**src/rtl/shift_unloader.sv**
```systemverilog
// shift_unloader: parallel-in / serial-out frame unloader.
// Captures a flattened frame of SIZE words and emits it one word per
// accepted beat over a valid/ready handshake. Default order is word SIZE-1
// first, word 0 last (replays the arrival order of a shifted-in window).
// Build option: define SHIFT_UNLOADER_LSB_FIRST_EN to emit word 0 first and
// word SIZE-1 last instead; handshake and timing are unchanged.
module shift_unloader #(
    parameter int SIZE       = 5,
    parameter int DATA_WIDTH = 16
) (
    input  logic                       clock,
    input  logic                       reset,
    input  logic [SIZE*DATA_WIDTH-1:0] data_in,
    input  logic                       in_valid,
    output logic                       in_ready,
    output logic [DATA_WIDTH-1:0]      out_data,
    output logic                       out_valid,
    input  logic                       out_ready,
    output logic                       out_last
);

    localparam int FRAME_WIDTH = SIZE * DATA_WIDTH;
    localparam int CNT_WIDTH   = $clog2(SIZE + 1);

    localparam logic [0:0] ST_IDLE  = 1'b0;
    localparam logic [0:0] ST_SHIFT = 1'b1;

    localparam logic [CNT_WIDTH-1:0] CNT_FULL = CNT_WIDTH'(SIZE);
    localparam logic [CNT_WIDTH-1:0] CNT_ONE  = CNT_WIDTH'(1);
    localparam logic [CNT_WIDTH-1:0] CNT_TWO  = CNT_WIDTH'(2);
    localparam logic [CNT_WIDTH-1:0] CNT_ZERO = CNT_WIDTH'(0);

`ifdef SHIFT_UNLOADER_LSB_FIRST_EN
    // Word that leaves first: the least significant word of the buffer.
    function automatic logic [DATA_WIDTH-1:0] head_word(input logic [FRAME_WIDTH-1:0] f);
        return f[DATA_WIDTH-1:0];
    endfunction

    // Drop the emitted word so the next one moves to the head position.
    function automatic logic [FRAME_WIDTH-1:0] advance_frame(input logic [FRAME_WIDTH-1:0] f);
        return f >> DATA_WIDTH;
    endfunction
`else
    // Word that leaves first: the most significant word of the buffer.
    function automatic logic [DATA_WIDTH-1:0] head_word(input logic [FRAME_WIDTH-1:0] f);
        return f[FRAME_WIDTH-1 -: DATA_WIDTH];
    endfunction

    // Drop the emitted word so the next one moves to the head position.
    function automatic logic [FRAME_WIDTH-1:0] advance_frame(input logic [FRAME_WIDTH-1:0] f);
        return f << DATA_WIDTH;
    endfunction
`endif

    logic [0:0]            state_r,     state_s;
    logic [FRAME_WIDTH-1:0] frame_r,    frame_s;
    logic [CNT_WIDTH-1:0]  remaining_r, remaining_s;
    logic [DATA_WIDTH-1:0] out_data_r,  out_data_s;
    logic                  out_valid_r, out_valid_s;
    logic                  out_last_r,  out_last_s;
    logic                  in_ready_s;
    logic                  load_s;
    logic                  beat_s;

    // Upstream may load when idle, or on the final beat so frames abut.
    always_comb begin
        in_ready_s = 1'b0;
        case (state_r)
            ST_IDLE:  in_ready_s = 1'b1;
            ST_SHIFT: in_ready_s = out_last_r & out_ready;
            default:  in_ready_s = 1'b0;
        endcase
    end

    // Next-state logic: load a new frame, advance on a beat, or hold.
    always_comb begin
        state_s     = state_r;
        frame_s     = frame_r;
        remaining_s = remaining_r;
        out_data_s  = out_data_r;
        out_valid_s = out_valid_r;
        out_last_s  = out_last_r;
        load_s      = in_valid & in_ready_s;
        beat_s      = out_valid_r & out_ready;

        if (load_s) begin
            // First word is presented straight away; the buffer keeps the rest.
            state_s     = ST_SHIFT;
            frame_s     = advance_frame(data_in);
            remaining_s = CNT_FULL;
            out_data_s  = head_word(data_in);
            out_valid_s = 1'b1;
            out_last_s  = (CNT_FULL == CNT_ONE);
        end else if (beat_s && out_last_r) begin
            // Final word accepted with nothing queued behind it.
            state_s     = ST_IDLE;
            remaining_s = CNT_ZERO;
            out_valid_s = 1'b0;
            out_last_s  = 1'b0;
        end else if (beat_s) begin
            frame_s     = advance_frame(frame_r);
            remaining_s = remaining_r - CNT_ONE;
            out_data_s  = head_word(frame_r);
            out_valid_s = 1'b1;
            out_last_s  = (remaining_r == CNT_TWO);
        end else begin
            // No beat: everything held, which keeps out_data stable under backpressure.
            state_s     = state_r;
            frame_s     = frame_r;
            remaining_s = remaining_r;
        end
    end

    // State and output registers with synchronous active-low reset.
    always_ff @(posedge clock) begin
        if (!reset) begin
            state_r     <= ST_IDLE;
            frame_r     <= '0;
            remaining_r <= CNT_ZERO;
            out_data_r  <= '0;
            out_valid_r <= 1'b0;
            out_last_r  <= 1'b0;
        end else begin
            state_r     <= state_s;
            frame_r     <= frame_s;
            remaining_r <= remaining_s;
            out_data_r  <= out_data_s;
            out_valid_r <= out_valid_s;
            out_last_r  <= out_last_s;
        end
    end

    assign in_ready  = in_ready_s;
    assign out_data  = out_data_r;
    assign out_valid = out_valid_r;
    assign out_last  = out_last_r;

endmodule

```
**config.mk**
```make
export PLATFORM = sky130hd
export DESIGN_NAME = shift_unloader
export DESIGN_NICKNAME = d
export VERILOG_FILES = /design/src/rtl/shift_unloader.sv
export SDC_FILE = /design/constraint.sdc
export NUM_CORES = 1
export LEC_CHECK = 0
export ABC_AREA = 1
export CORE_MARGIN = 4
export CORE_UTILIZATION = 38
export CTS_CLUSTER_DIAMETER = 120
export DETAILED_ROUTE_END_ITERATION = 10
export PLACE_DENSITY = 0.65
export RECOVER_POWER = 25
export SKIP_LAST_GASP = 1
export SYNTH_ARGS = -nofsm -noshare
export SYNTH_HDL_FRONTEND = slang
export SYNTH_SLANG_ARGS = --single-unit
```
**constraint.sdc**
```tcl
create_clock -name clock -period 1.4 [get_ports clock]
set_clock_uncertainty 0.2 [all_clocks]
set_input_delay 0.35 -clock clock [delete_from_list [all_inputs] [get_ports clock]]
set_output_delay 0.35 -clock clock [all_outputs]
set_load 0.05 [all_outputs]
```
After elaboration in Yosys (flattened, before gate mapping)

Index checks and enable logic that the tools add are counted.

Register bits: 86
Output and inout port bits: 19
Logic and storage cells: 36

Add/subtract/negate cells: 1
Eq/ne operators: 2
Mux-type cells: 15
Bitwise operators: 5
Reduce and logical (&&, ||, !) cells: 6

Operators by type and width:

| cell                  | number |
|---|---|
| $mux W80              | 3 |
| $mux W16              | 3 |
| $mux W3               | 3 |
| $mux W1               | 5 |
| $reduce_bool A2 Y1    | 2 |
| $and A1 B1 Y1         | 3 |
| $eq A3 B2 Y1 const B  | 1 |
| $reduce_bool A3 Y1    | 1 |
| $reduce_or A3 Y1      | 1 |
| $sub A3 B1 Y3 const B | 1 |
| $ne A2 B2 Y1 const B  | 1 |
| $not A1 Y1            | 2 |
| $pmux W1 S2           | 1 |
| $reduce_and A2 Y1     | 1 |
| $logic_and A1 B1 Y1   | 1 |

Longest topological paths before layout

Gate-level depths: netlist of the first run.

Depth after elaboration: 5
Gate-level depth with buffers: 9
Depth with buffers taken out: 7

Worst setup path after synthesis of the first run

Ideal clock, no wire load.

Path type: reg-to-reg
Start point: reg out_last_r (netlist: out_last)
End point: reg frame_r[39]
Arrival: 1829 ps
Path slack: -693 ps
Stages on the path, launching flop included: 8
Buffers on the path: 1
Clock period less this slack: 2093 ps
Cells stage by stage: dfxtp_1 > nand2_1 > nand2_1 > clkbuf_1 > nand3_1 > nand2_1 > nor2_1 > nor2_1

Cells in the longest elaborated chain, start to end: 5
Elaborated cells on any way between the ends: 8
Those cells by class: 1 x eq/ne; 2 x mux; 2 x bitwise; 3 x reduce/logical

Ends and longest elaborated chain:

| element                                                             | RTL line | RTL |
|---|---|---|
| start, declared                                                     | 60       | `logic out_last_r, out_last_s;` |
| start signal, assigned                                              | 129      | `out_last_r <= out_last_s;` |
| $and A1 B1 Y1 (*)                                                   | 70       | `ST_SHIFT: in_ready_s = out_last_r & out_ready;` |
| $pmux W1 S2 (*)                                                     | 68       | `case (state_r)` |
| named net in_ready                                                  | 15       | `output logic in_ready,` |
| $and A1 B1 Y1 (*)                                                   | 83       | `load_s = in_valid & in_ready_s;` |
| $ne A2 B2 Y1 (no source line) or $reduce_bool A2 Y1 (tied branches) | -        |  |
| $reduce_and A2 Y1 (no source line)                                  | -        |  |
| end signal, assigned                                                | 125      | `frame_r <= frame_s;` |
| end, declared                                                       | 56       | `logic [FRAME_WIDTH-1:0] frame_r, frame_s;` |

The timed path passes the listed nets; every way through them passes the cells marked *.
A chain may end at the register's enable or synchronous reset.

Worst setup path after layout of the first run

Start point: reg out_last_r (netlist: out_last)
End point: reg frame_r[66]

Cells in the longest elaborated chain, start to end: 5
Elaborated cells on any way between the ends: 8
Those cells by class: 1 x eq/ne; 2 x mux; 2 x bitwise; 3 x reduce/logical

Ends and longest elaborated chain:

| element                                                             | RTL line |
|---|---|
| $and A1 B1 Y1                                                       | 70 |
| $pmux W1 S2                                                         | 68 |
| $and A1 B1 Y1                                                       | 83 |
| $ne A2 B2 Y1 (no source line) or $reduce_bool A2 Y1 (tied branches) | - |
| $reduce_and A2 Y1 (no source line)                                  | - |

Several ways; a longest one is shown, not always the timed one.

==> results of run 1 <==
-- state kept, by name, summed over array words and instances (netlist names) --
signal and flops:
frame_r 64, out_data 16, out_last 1, out_valid 1, remaining_r 3, state_r 1
-- worst min-delay path: stages --
cell and delay [ps]:
buf_2 160, inv_1 80, buf_4 140, a21oi_2 30
-- power breakdown --
| part | switching, uW | internal [uW] | leakage, uW |
|---|---|---|---|
| registers | 171 | 2700 | 0.000718 |
| logic | 1260 | 1260 | 0.00244 |
| clock network | 973 | 1340 | 0.000142 |
| total | 2400 | 5300 | 0.00330 |
-- layout make-up --
type | instances | area, um^2 | share of cell area, %
multi-input cells | 525 | 2740 | 36.6
repair buffers | 164 | 2230 | 29.8
clock inverters | 3 | 17.5 | 0.234
clock buffers | 13 | 270 | 3.61
well taps | 168 | 210 | 2.81
inverters | 71 | 267 | 3.56
flip-flops and latches | 86 | 1750 | 23.4
-- worst max-delay path by stage --
stage / end / slack [ps] / depth (start not counted)
final: frame_r[66] / -270 / 10
after global routing: frame_r[66] / -330 / 10
after CTS: in_ready / -250 / 4
after detailed placement: in_ready / -670 / 5
after global placement: remaining_r[1] / -650 / 8
after floorplan: frame_r[39] / -90 / 9
-- what timing repair did --
item,CTS,global route
hold buffers,0,0
buffers inserted,12,3
gates resized for setup,43,86
setup endpoints to repair,105,92
cloned,9,10
pin swaps,3,34
-- per-stage QoR --
stage	power, uW	setup TNS, ps	cell area [um^2]
6_report	7710	-15730	7490
5_1_grt	8070	-21920	7490
4_1_cts	7400	-15020	6990
3_5_place_dp	4850	-51410	6210
3_3_place_gp	4810	-50550	6210
2_1_floorplan	4060	-5150	4770
-- kinds of logic (layout without fill, tap and decap cells) --
| group | after synthesis | count (layout) |
|---|---|---|
| buffers and inverters | 136 | 251 |
| adder cells (fa/ha/maj) | 2 | 2 |
| AO/OA/AOI/OAI | 103 | 103 |
| AND/OR/NAND/NOR | 418 | 419 |
| XOR/XNOR | 1 | 1 |
| flip-flops | 86 | 86 |
-- layer usage --
metal	share of wire (%)	up-vias
met2	49	185
met5	0	-
met1	43	2453
met4	2.4	0
met3	5.4	27
li1	-	2606
-- placed cells by master (no fill, tap or decap), types with 5 or more instances in the layout --
cell type and n:
nand2_1 188, nor2_1 105, o211ai_1 80, clkdlybuf4s50_1 80
inv_1 70, dfxtp_1 67, nand3_1 65, buf_12 31
nand2_2 20, nor2_2 20, buf_4 20, clkbuf_16 17
dfxtp_2 17, a21oi_1 16, nand2_4 9, buf_6 9
buf_16 6, nand2_8 5, nor2_4 5
==> results_dict.tcl, run 1 <==
set metrics [dict create \
    worstSetupEndpointType "flop" \
    vias_per_cell 5.12 \
    setup_viol 88 \
    worst_hold_slack_ps 269 \
    num_io_pins 103 \
    violations "negative setup slack" \
    post-place-cells 983 \
    antenna_found_initial 0 \
    synth.area.top_cells "dfxtp_1, nand2_1, o211ai_1, nor2_1, nand3_1" \
    hp-class "in2reg" \
    min-delay-start "reset" \
    r2r_slack_ps -270 \
    grt_overflow_total 0 \
    criticalPathCategory "reg2reg" \
    netlist_top_cells_count "nand2_1, nor2_1, dfxtp_1" \
    path_max_fanout 14 \
    detail_route.iter0.violations 438 \
    synthFlopType "dfxtp_1" \
    synth_top_family_by_area "simple AND/OR/NAND/NOR gates" \
    grt_max_degree 36 \
    synthMostInstantiatedCell "nand2_1" \
    hpwl_mm 9.34 \
    hold_viol 0 \
    grt_util_met2_pct 35.4 \
    num_antenna_cells 0 \
    synthAdderAreaFrac_pct 0.532 \
    critPathBufInv 3 \
    synth_compound_area_share_pct 15.3 \
    synth_warnings 0 \
    layout_min_cycle_time_ps 1670 \
    slew_viol_final 0 \
    synth_edf_count 0 \
    cellLeakagePower_uw 0.00330 \
    route.vias.total 5271 \
    grtUsageTotal_pct 21.4 \
    clockBufferDepth 2 \
    cpPeakStageDelay_ps 370 \
    crit_path_top_delay_cell "dfxtp_4" \
    synth_nets 832 \
    ir_worst_vdd_mv 0.548 \
    die_w_um 119 \
    dr.pass1.iters 5 \
    tightest_slew_ps 244 \
    final_core_utilization_pct 62.1 \
    max_freq_mhz 600 \
    maxCapViolCount 0 \
    grt_pass1_vias 5196 \
    period_share_pct 119 \
    timing.rr.end "frame_r[66]" \
    clockRootBuffer "clkbuf_16" \
    start_util_pct 39.0 \
    io_buffers 102 \
    gp_congestion 0.786 \
    yosysTopAreaCellShare_pct 36.6 \
    cts_max_level 3 \
    nets 943 \
    power_density_nw_per_um2 1030 \
    synthSimpleGateAreaFrac_pct 35.3 \
    synthArstFlopShare_pct 0 \
    syn2layout_area_growth_pct 59.3 \
    synth_area_um2 4700 \
    numCtsBuffers 9 \
    yosysTopAreaCell "dfxtp_1" \
    grt_first_pass_wirelength_mm 25.1 \
    r2r_cells 10 \
    synth.area.mux_share_pct 0 \
    grt_util_met1_pct 27.5 \
    drive_gt1_share_pct 21.3 \
    clock_sinks 86 \
    grt.busiest_layer "met2" \
    route.detailed.drc 0 \
    fillers 1051 \
    yosysUniqueCellTypes 17 \
    rsz0062_at_grt "true" \
    ant_nets 0 \
    worst_setup_path_start_kind "flop" \
    dieArea_um2 14200 \
    die_h_um 119 \
    synth_xor_area_share_pct 0.186 \
    worstPathArrival_ps 1710 \
    r2r-start "out_last" \
    routed_wl_mm 16.2 \
    critPathRequiredTime_ps 1440 \
    wire_per_inst_um 15.8 \
    dp_slack_ps -665 \
    cts_tree "yes" \
    outcome "finished, violations left" \
    path_delay_family "simple AND/OR/NAND/NOR gates" \
    rows 40 \
    clkTransAtPathRegs_ps 60 \
    hold_depth 4 \
    worstPathCellList "nand2_4 > nand2_4 > buf_6 > nand2_8 > buf_12 > clkbuf_16 > nand2_1 > nand2_1 > nor2_1 > nor2_1" \
    max_slew_margin_pct 83.7 \
    ys_seq_area_share_pct 36.6 \
    coreArea_um2 12100 \
    hold_end "frame_r[19]" \
    syn_inst 746 \
    crit_start "out_last" \
    met3_usage_pct 3.61 \
    clkLatencyLatePin_ps 340 \
    synth_seq_cells 86 \
    syn_avg_cell_area_um2 6.30 \
    worst_slack_ps -267 \
    layout.cells.non_filler 1030 \
]
(Power assumes the default switching activity.)
==> run 2, diff against run 1 <==
--- a/config.mk
+++ b/config.mk
@@ -7,10 +7,11 @@
 export LEC_CHECK = 0
 export ABC_AREA = 1
 export CORE_MARGIN = 4
-export CORE_UTILIZATION = 38
+export CORE_UTILIZATION = 36
 export CTS_CLUSTER_DIAMETER = 120
 export DETAILED_ROUTE_END_ITERATION = 10
-export PLACE_DENSITY = 0.65
+export DONT_BUFFER_PORTS = 1
+export PLACE_DENSITY_LB_ADDON = 0.15
 export RECOVER_POWER = 25
 export SKIP_LAST_GASP = 1
 export SYNTH_ARGS = -nofsm -noshare
==> run 2 against run 1 <==
Net effect:
- critical endpoint is now in_ready
- final cell count fell by 8.5%
- sequential share of layout area rose by 5.6 points
- non-clock buffer count fell by 91
- critical path depth fell by 6
- final area fell by 19%
- combinational power fell by 29%
- the run ends with negative hold slack, negative setup slack left
- worst hold slack got worse by 330 ps
- register-to-register slack improved by 80 ps
- worst setup slack improved by 40 ps
==> results_dict.tcl, run 2 (same netlist as run 1, synthesis figures left out) <==
set metrics [dict create \
    coreArea_um2 12700 \
    worst_setup_path_start_kind "flop" \
    final_cell_mix "nand2_1, nor2_1, o211ai_1" \
    critPathRequiredTime_ps 850 \
    grt_overflow_total 0 \
    dr.pass1.iters 4 \
    power_density_nw_per_um2 1160 \
    worst_hold_slack_ps -59.9 \
    r2r_slack_ps -190 \
    hp-class "in2reg" \
    clockBufferDepth 2 \
    die_w_um 122 \
    violations "negative hold slack, negative setup slack" \
    cts_tree "yes" \
    layout_min_cycle_time_ps 1630 \
    slew_viol_final 0 \
    grtUsageTotal_pct 18.8 \
    gp_congestion 0.786 \
    dpl_cell_area_um2 5060 \
    max_freq_mhz 615 \
    routed_wl_mm 14.3 \
    largest_reg_flops 64 \
    worstPathArrival_ps 1080 \
    clkTransAtPathRegs_ps 60 \
    nets 851 \
    grt_first_pass_wirelength_mm 22.1 \
    drive_gt1_share_pct 14.3 \
    hpwl_mm 8.87 \
    cellLeakagePower_uw 0.00269 \
    clockRootBuffer "clkbuf_16" \
    vias_per_cell 4.94 \
    fillers 1360 \
    wire_per_inst_um 15.2 \
    ir_worst_vdd_mv 0.620 \
    ant_nets 0 \
    maxCapViolCount 0 \
    clkLatencyLatePin_ps 340 \
    grt_pass1_vias 4420 \
    io_buffers 0 \
    cts_max_level 3 \
    rsz0062_at_grt "true" \
    numCtsBuffers 9 \
    hold_viol 66 \
    start_util_pct 36.9 \
    die_h_um 122 \
    route.detailed.drc 0 \
    max_slew_margin_pct 81.5 \
    route.vias.total 4649 \
    antenna_found_initial 0 \
    clock_sinks 86 \
    tightest_slew_ps 278 \
    final_common_cell "nand2_1" \
    period_share_pct 116 \
    syn2layout_area_growth_pct 28.3 \
    setup_viol 88 \
    dieArea_um2 14900 \
    outcome "finished, violations left" \
    postLayoutCellArea_um2 6030 \
    grt_max_degree 67 \
    hold_buffers 16 \
    detail_route.iter0.violations 231 \
    worstSetupEndpointType "primary output" \
    criticalPathCategory "reg2out" \
    path_max_fanout 2 \
    dp_slack_ps -126 \
    num_io_pins 103 \
    num_antenna_cells 0 \
    max_flop_register "frame_r" \
    rows 41 \
    worst_slack_ps -227 \
]
run 2: cell count changes in the layout (fill, tap and decap cells not counted), moves of 4 or more:
cell             previous run  this run
buf_16                      6         0
nand2_4                     9         3
nand2_2                    20         3
nor2_1                    105       123
dlygate4sd3_1               0        16
clkdlybuf4s50_1            80         0
nand2_1                   188       214
buf_8                       3        15
nor2_4                      5         0
nor2_2                     20         7
clkbuf_16                  17        12
buf_4                      20        15
buf_12                     31        13
nand2_8                     5         1
run 2: timing repair:
item / in CTS / in global routing
setup endpoints to repair: 102 / 105
setup buffers: 3 / 8
gates resized for setup: 40 / 40
pin swaps: 1 / 10
hold endpoints to repair: 82 / 66
gates cloned: 4 / 3
run 2: path summary, 6_finish.rpt:
path	depth (start not counted)	end	start
setup reg to reg	8	frame_r[21]	out_last
hold / removal	2	frame_r[35]	reset
setup / recovery	4	in_ready	out_last
hold reg to reg	2	remaining_r[1]	remaining_r[1]
run 2: where the power goes:
group / total (uW) / switching, uW / internal (uW)
Clock: 2360 / 1000 / 1350
Combinational: 1780 / 989 / 791
Sequential: 2840 / 144 / 2690
run 2: stage by stage:
step	TNS, ps	total power, uW	hold slack, ps	utilization [%]	instances
final	-12280	6970	-59.9	47.4	942
after global routing	-18390	7370	-67.7	47.4	942
after CTS	-13560	6910	-73.3	45.5	932
after detailed placement	-6440	4370	273	39.8	893
after global placement	-5620	4350	262	39.8	893
after floorplan	-5150	4060	251	-	746
run 2: per-layer routing:
metal | vias to the layer above | wire (um) | global-route usage (%)
met1 | 2098 | 6730 | 24.7
met5 | - | 0 | 0
met2 | 123 | 6470 | 30.7
met3 | 13 | 932 | 4.38
met4 | 0 | 178 | 5.95
li1 | 2415 | - | -
run 2: layout make-up:
type                            count  area, um^2  share of cell area [%]
Multi-Input combinational cell    524        2490                    41.3
Sequential cell                    86        1750                    29.0
Timing Repair Buffer               73        1020                    16.9
Clock buffer                       14         274                    4.54
Inverter                           71         267                    4.42
Tap cell                          172         215                    3.57
Clock inverter                      2        15.0                   0.249
run 2: critical path: stages, from the launching register on:
cell,delay [ps]
dfxtp_4,360
nand2_4,60
nand2_4,50
buf_8,120
buf_8,140
==> run 3, diff against run 2 <==
--- a/config.mk
+++ b/config.mk
@@ -6,13 +6,14 @@
 export NUM_CORES = 1
 export LEC_CHECK = 0
 export ABC_AREA = 1
+export CAP_MARGIN = 25
 export CORE_MARGIN = 4
 export CORE_UTILIZATION = 36
 export CTS_CLUSTER_DIAMETER = 120
 export DETAILED_ROUTE_END_ITERATION = 10
 export DONT_BUFFER_PORTS = 1
 export PLACE_DENSITY_LB_ADDON = 0.15
-export RECOVER_POWER = 25
+export RECOVER_POWER = 50
 export SKIP_LAST_GASP = 1
 export SYNTH_ARGS = -nofsm -noshare
 export SYNTH_HDL_FRONTEND = slang
==> results of run 3 <==
The final DEF is identical to that of run 2; final timing and power are the same.
